==> src/rtl/button_conditioner.sv <==
// Two-button front end for the lock: synchronizes and debounces both raw
// buttons, then turns stable levels into one-cycle press / chord pulses.
module button_conditioner #(
    parameter int DEBOUNCE_CYCLES = 16
) (
    input  logic clk,
    input  logic rst,
    input  logic btn0_raw,
    input  logic btn1_raw,
    output logic b0,
    output logic b1,
    output logic chord_err
);

    localparam int CNT_W = (DEBOUNCE_CYCLES > 2) ? $clog2(DEBOUNCE_CYCLES) : 1;
    localparam logic [CNT_W-1:0] CNT_MAX = CNT_W'(DEBOUNCE_CYCLES - 1);

    typedef enum logic [1:0] {
        IDLE  = 2'd0,
        HELD0 = 2'd1,
        HELD1 = 2'd2,
        CHORD = 2'd3
    } state_t;

    // Bit 0 of each vector belongs to button 0, bit 1 to button 1.
    logic [1:0]       sync1_q;
    logic [1:0]       sync2_q;
    logic [1:0]       deb_q;
    logic [1:0]       deb_d;
    logic [CNT_W-1:0] cnt_q [2];
    logic [CNT_W-1:0] cnt_d [2];

    state_t state_q;
    state_t state_d;
    logic   b0_q;
    logic   b0_d;
    logic   b1_q;
    logic   b1_d;
    logic   chord_q;
    logic   chord_d;

    // Stage: synchronizer and debounce registers
    always_ff @(posedge clk) begin
        if (rst) begin
            sync1_q  <= '0;
            sync2_q  <= '0;
            deb_q    <= '0;
            cnt_q[0] <= '0;
            cnt_q[1] <= '0;
        end else begin
            sync1_q  <= {btn1_raw, btn0_raw};
            sync2_q  <= sync1_q;
            deb_q    <= deb_d;
            cnt_q[0] <= cnt_d[0];
            cnt_q[1] <= cnt_d[1];
        end
    end

    // A level is accepted only after DEBOUNCE_CYCLES differing samples in a row;
    // any matching sample (or the acceptance itself) restarts the count.
    always_comb begin
        deb_d = deb_q;
        for (int i = 0; i < 2; i++) begin
            cnt_d[i] = '0;
            if (sync2_q[i] != deb_q[i]) begin
                if (cnt_q[i] == CNT_MAX) begin
                    deb_d[i] = sync2_q[i];
                end else begin
                    cnt_d[i] = cnt_q[i] + CNT_W'(1);
                end
            end
        end
    end

    // Stage: arbitration state and registered pulses
    always_ff @(posedge clk) begin
        if (rst) begin
            state_q <= IDLE;
            b0_q    <= 1'b0;
            b1_q    <= 1'b0;
            chord_q <= 1'b0;
        end else begin
            state_q <= state_d;
            b0_q    <= b0_d;
            b1_q    <= b1_d;
            chord_q <= chord_d;
        end
    end

    always_comb begin
        state_d = state_q;
        unique case (state_q)
            IDLE: begin
                if (deb_q[0] && deb_q[1]) begin
                    state_d = CHORD;
                end else if (deb_q[0]) begin
                    state_d = HELD0;
                end else if (deb_q[1]) begin
                    state_d = HELD1;
                end
            end
            HELD0: begin
                if (deb_q[1]) begin
                    state_d = CHORD;
                end else if (!deb_q[0]) begin
                    state_d = IDLE;
                end
            end
            HELD1: begin
                if (deb_q[0]) begin
                    state_d = CHORD;
                end else if (!deb_q[1]) begin
                    state_d = IDLE;
                end
            end
            CHORD: begin
                if (!deb_q[0] && !deb_q[1]) begin
                    state_d = IDLE;
                end
            end
            default: state_d = IDLE;
        endcase
    end

    // Pulses fire only on entry into a holding state, so releases stay silent.
    always_comb begin
        b0_d    = (state_q == IDLE) && (state_d == HELD0);
        b1_d    = (state_q == IDLE) && (state_d == HELD1);
        chord_d = (state_q != CHORD) && (state_d == CHORD);
    end

    assign b0        = b0_q;
    assign b1        = b1_q;
    assign chord_err = chord_q;

endmodule

==> config.mk <==
export PLATFORM = sky130hd
export DESIGN_NAME = button_conditioner
export DESIGN_NICKNAME = d
export VERILOG_FILES = /design/src/rtl/button_conditioner.sv
export SDC_FILE = /design/constraint.sdc
export NUM_CORES = 1
export LEC_CHECK = 0
export ABC_AREA = 1
export CAP_MARGIN = 25
export CORE_UTILIZATION = 47
export DETAILED_ROUTE_END_ITERATION = 16
export PLACE_DENSITY = 0.68
export SLEW_MARGIN = 15
export SYNTH_ARGS = -nofsm -noshare
export SYNTH_HDL_FRONTEND = slang
export SYNTH_SLANG_ARGS = --single-unit
==> constraint.sdc <==
create_clock -name clk -period 0.9 [get_ports clk]
set_input_delay 0.135 -clock clk [delete_from_list [all_inputs] [get_ports clk]]
set_output_delay 0.135 -clock clk [all_outputs]
set_load 0.01 [all_outputs]
==> flow_summary_export.csv <==
group,metric,value,unit
power_and_ir_drop,p_leak,0.000412,µW
power_and_ir_drop,vdd_drop_max,1.03,mV
clock_network,cts_inserted_buffers,3,
worst_setup_path,rr_startpoint,"cnt_q[0][5]$_SDFF_PP0_",
worst_setup_path,cp_slowest_cell,"dfxtp_2",
synth,yosysSeqAreaShare,53.3,%
clock_network,clockBufferDepth,2,
final_layout,drive_gt1_share,31.0,%
final_layout,n_antenna_cell,0,
worst_setup_path,reg2reg_depth,4,
timing,layout_min_cycle_time,0.896,ns
worst_setup_path,worstReg2RegEnd,"cnt_q[0][4]$_SDFF_PP0_",
final_layout,fin_cells,115,
clock_network,clk_pin_slew_worst_paths,0.10,ns
placed_design,gp_congestion,0.722,
clock_network,holdBufCountCts,0,
run_status,outcome,"completed",
timing,setup_slack,0.00382,ns
final_layout,area_growth,27.0,%
worst_setup_path,max_stage_delay,0.36,ns
detailed_routing,drt_first_pass_iters,4,
placed_design,hpwlAfterDp,769,µm
die,fp.dieH,41.0,µm
timing,hold_viol,0,
grt,grt_pass1_wl,1.75,mm
timing,setup_viol,0,
final_layout,multi_input_area,340,µm²
grt,grt_usage,16.3,%
die,start_util,52.8,%
worst_setup_path,crit_path_end,"cnt_q[0][4]$_SDFF_PP0_",
clock_network,tritoncts,"done",
clock_network,root_buffer,"clkbuf_4",
detailed_routing,drc,0,
grt,antenna_found_initial,0,
power_and_ir_drop,powerDensity,1480,nW/µm²
worst_setup_path,crit_chain,"ha_4 > nand3_4 > nand3_4 > nor2_1",
timing,finClkSkew,0.00407,ns
synth,yosys.cell_types.count,16,
synth,yosys_warnings,0,
synth,syn_avg_cell_area,8.29,µm²
detailed_routing,num_vias,557,
worst_setup_path,r2r_slack,0.004,ns
die,std_cell_rows,13,
synth,synth_area,713,µm²
detailed_routing,viasPerCell,4.84,
worst_setup_path,critPathKind,"reg -> reg",
grt,grt-ovfl-total,0,
die,io_pins,7,
final_layout,nets,107,
timing,fmax,1120,MHz
job,maxCapViolCount,0,
placed_design,preCtsSetupSlack,-0.239,ns
final_layout,seq_area,387,µm²
die,core,1350,µm²
min_path,hp-class,"in -> reg",
detailed_routing,ant_nets,0,
timing,relSlewSlack,78.6,%
detailed_routing,drt_iter0_drc,4,
worst_setup_path,cp-end-kind,"flop",
synth,synth-seq-cells,19,
timing,worst_pin_slew,0.321,ns
worst_setup_path,cp.required,1.10,ns
placed_design,io_buffer_count,6,
worst_setup_path,crit_fanout,4,
grt,grt_pass1_vias,448,
clock_network,clock_latency,0.30,ns
final_layout,n_fill_cell,129,
clock_network,cts_sinks,19,
timing,finalCritPeriodShare,99.6,%
timing,drv_slew,0,
worst_setup_path,crit_start,"cnt_q[0][5]$_SDFF_PP0_",
synth,synthesis.nets,92,
placed_design,dp_cells,111,
worst_setup_path,cp_common_cell,"nand3_4",
clock_network,h-tree-depth,1,
grt,grt_max_degree,11,
die,die_area,1680,µm²
worst_setup_path,arrival,1.10,ns
worst_setup_path,startpoint_type,"flop",
timing,rsz0062_at_grt,"yes",
synth,synthCells,86,
die,die_x,41.0,µm
detailed_routing,wl_per_cell,10.7,µm
detailed_routing,wl,1.23,mm
[registers in the layout, summed over array words and instances (netlist names)]
name / count
cnt_q: 8
deb_q: 2
state_q: 2
sync1_q: 2
sync2_q: 2
b0: 1
b1: 1
chord_err: 1
[logic make-up (layout without fill, tap and decap cells)]
logic type	after synthesis	after routing	synth area share [%]
adder cells (fa/ha/maj)	2	2	3.51
buffers and inverters	14	28	8.42
XOR/XNOR	2	2	2.46
AO/OA/AOI/OAI	2	2	1.93
AND/OR/NAND/NOR	47	47	30.4
flip-flops	19	19	53.3
[cell usage after synthesis]
library cell  instances  area share [%]
a21oi_1               1            0.70
nand3_2               4             5.6
ha_1                  2             3.5
or2_1                 1            0.88
buf_6                 1             1.6
a21oi_2               1             1.2
dfxtp_1              19              53
nand3_1               2             1.4
xnor2_1               2             2.5
nor2_2                1            0.88
nand2_1              15             7.9
nor3_1                2             1.4
nand4_1               2             1.8
inv_2                 2             1.1
nor2_1               20              11
inv_1                11             5.8
[cell usage in the layout, fill, tap and decap left out]
master,instances
nand2_1,14
xnor2_1,2
nor3_1,2
a21oi_2,1
ha_4,2
inv_2,2
inv_1,11
buf_2,3
dlymetal6s2s_1,1
nand4_1,2
buf_4,5
nor2_2,5
nand3_1,2
or2_1,1
dfxtp_2,5
nor2_1,16
a21oi_1,1
clkdlybuf4s50_1,2
nand2_2,1
nand3_4,4
clkbuf_1,1
dfxtp_1,14
clkbuf_4,3
[routing by layer]
metal	vias to the layer above	wire [µm]	track usage (%)
li1	288	-	-
met1	256	583	18.9
met2	9	570	27.3
met3	4	46	3.26
met4	0	30	10.0
met5	-	0	0
[layout make-up]
type	instances	area share, %
timing repair buffer	11	9.39
inverter	13	5.39
sequential	19	42.7
tap	15	2.07
clock buffer	4	2.90
multi-input combinational	53	37.6
[power breakdown]
group | internal (µW) | total, µW | switching (µW)
clock network | 173 | 426 | 253
logic | 27.3 | 53.5 | 26.2
registers | 852 | 859 | 6.96
[through the flow]
| step | total power [µW] | hold slack, ns | TNS [ns] | utilization (%) | area, µm² |
|---|---|---|---|---|---|
| detailed placement | 925 | 0.398 | -3.94 | 60.6 | 818 |
| finish | 1340 | 0.207 | 0 | 67.1 | 906 |
| CTS | 1330 | 0.349 | 0 | 64.8 | 875 |
| global placement | 923 | 0.390 | -3.36 | 60.6 | 818 |
| floorplan | 904 | 0.242 | 0 | - | 713 |
| global route | 1370 | 0.201 | -0.230 | 67.1 | 906 |
[timing repair]
item | CTS | global route
gates resized for setup | 22 | 9
endpoints found under the hold margin | 0 | 0
buffers inserted | 0 | 0
pin swaps | 3 | 3
setup endpoints to repair | 13 | 12
[worst min path at each step]
stage / start / endpoint / slack [ns] / cells past startpoint
3_3_place_gp: sync1_q[0]$_SDFF_PP0_ / sync2_q[0]$_SDFF_PP0_ / 0.39 / 2
5_1_grt: rst / state_q[1]$_SDFF_PP0_ / 0.20 / 2
4_1_cts: btn1_raw / sync1_q[1]$_SDFF_PP0_ / 0.35 / 3
6_report: rst / state_q[1]$_SDFF_PP0_ / 0.21 / 2
3_5_place_dp: sync1_q[1]$_SDFF_PP0_ / sync2_q[1]$_SDFF_PP0_ / 0.40 / 2
2_1_floorplan: btn0_raw / sync1_q[0]$_SDFF_PP0_ / 0.24 / 2
[worst max-delay path, delay by kind of cell, from the launching register on]
kind | cells | cell delay [ns]
adder cells (fa/ha/maj) | 1 | 0.16
flip-flops | 1 | 0.36
AND/OR/NAND/NOR | 3 | 0.28
Note: power is estimated with default switching activity, not from simulation.
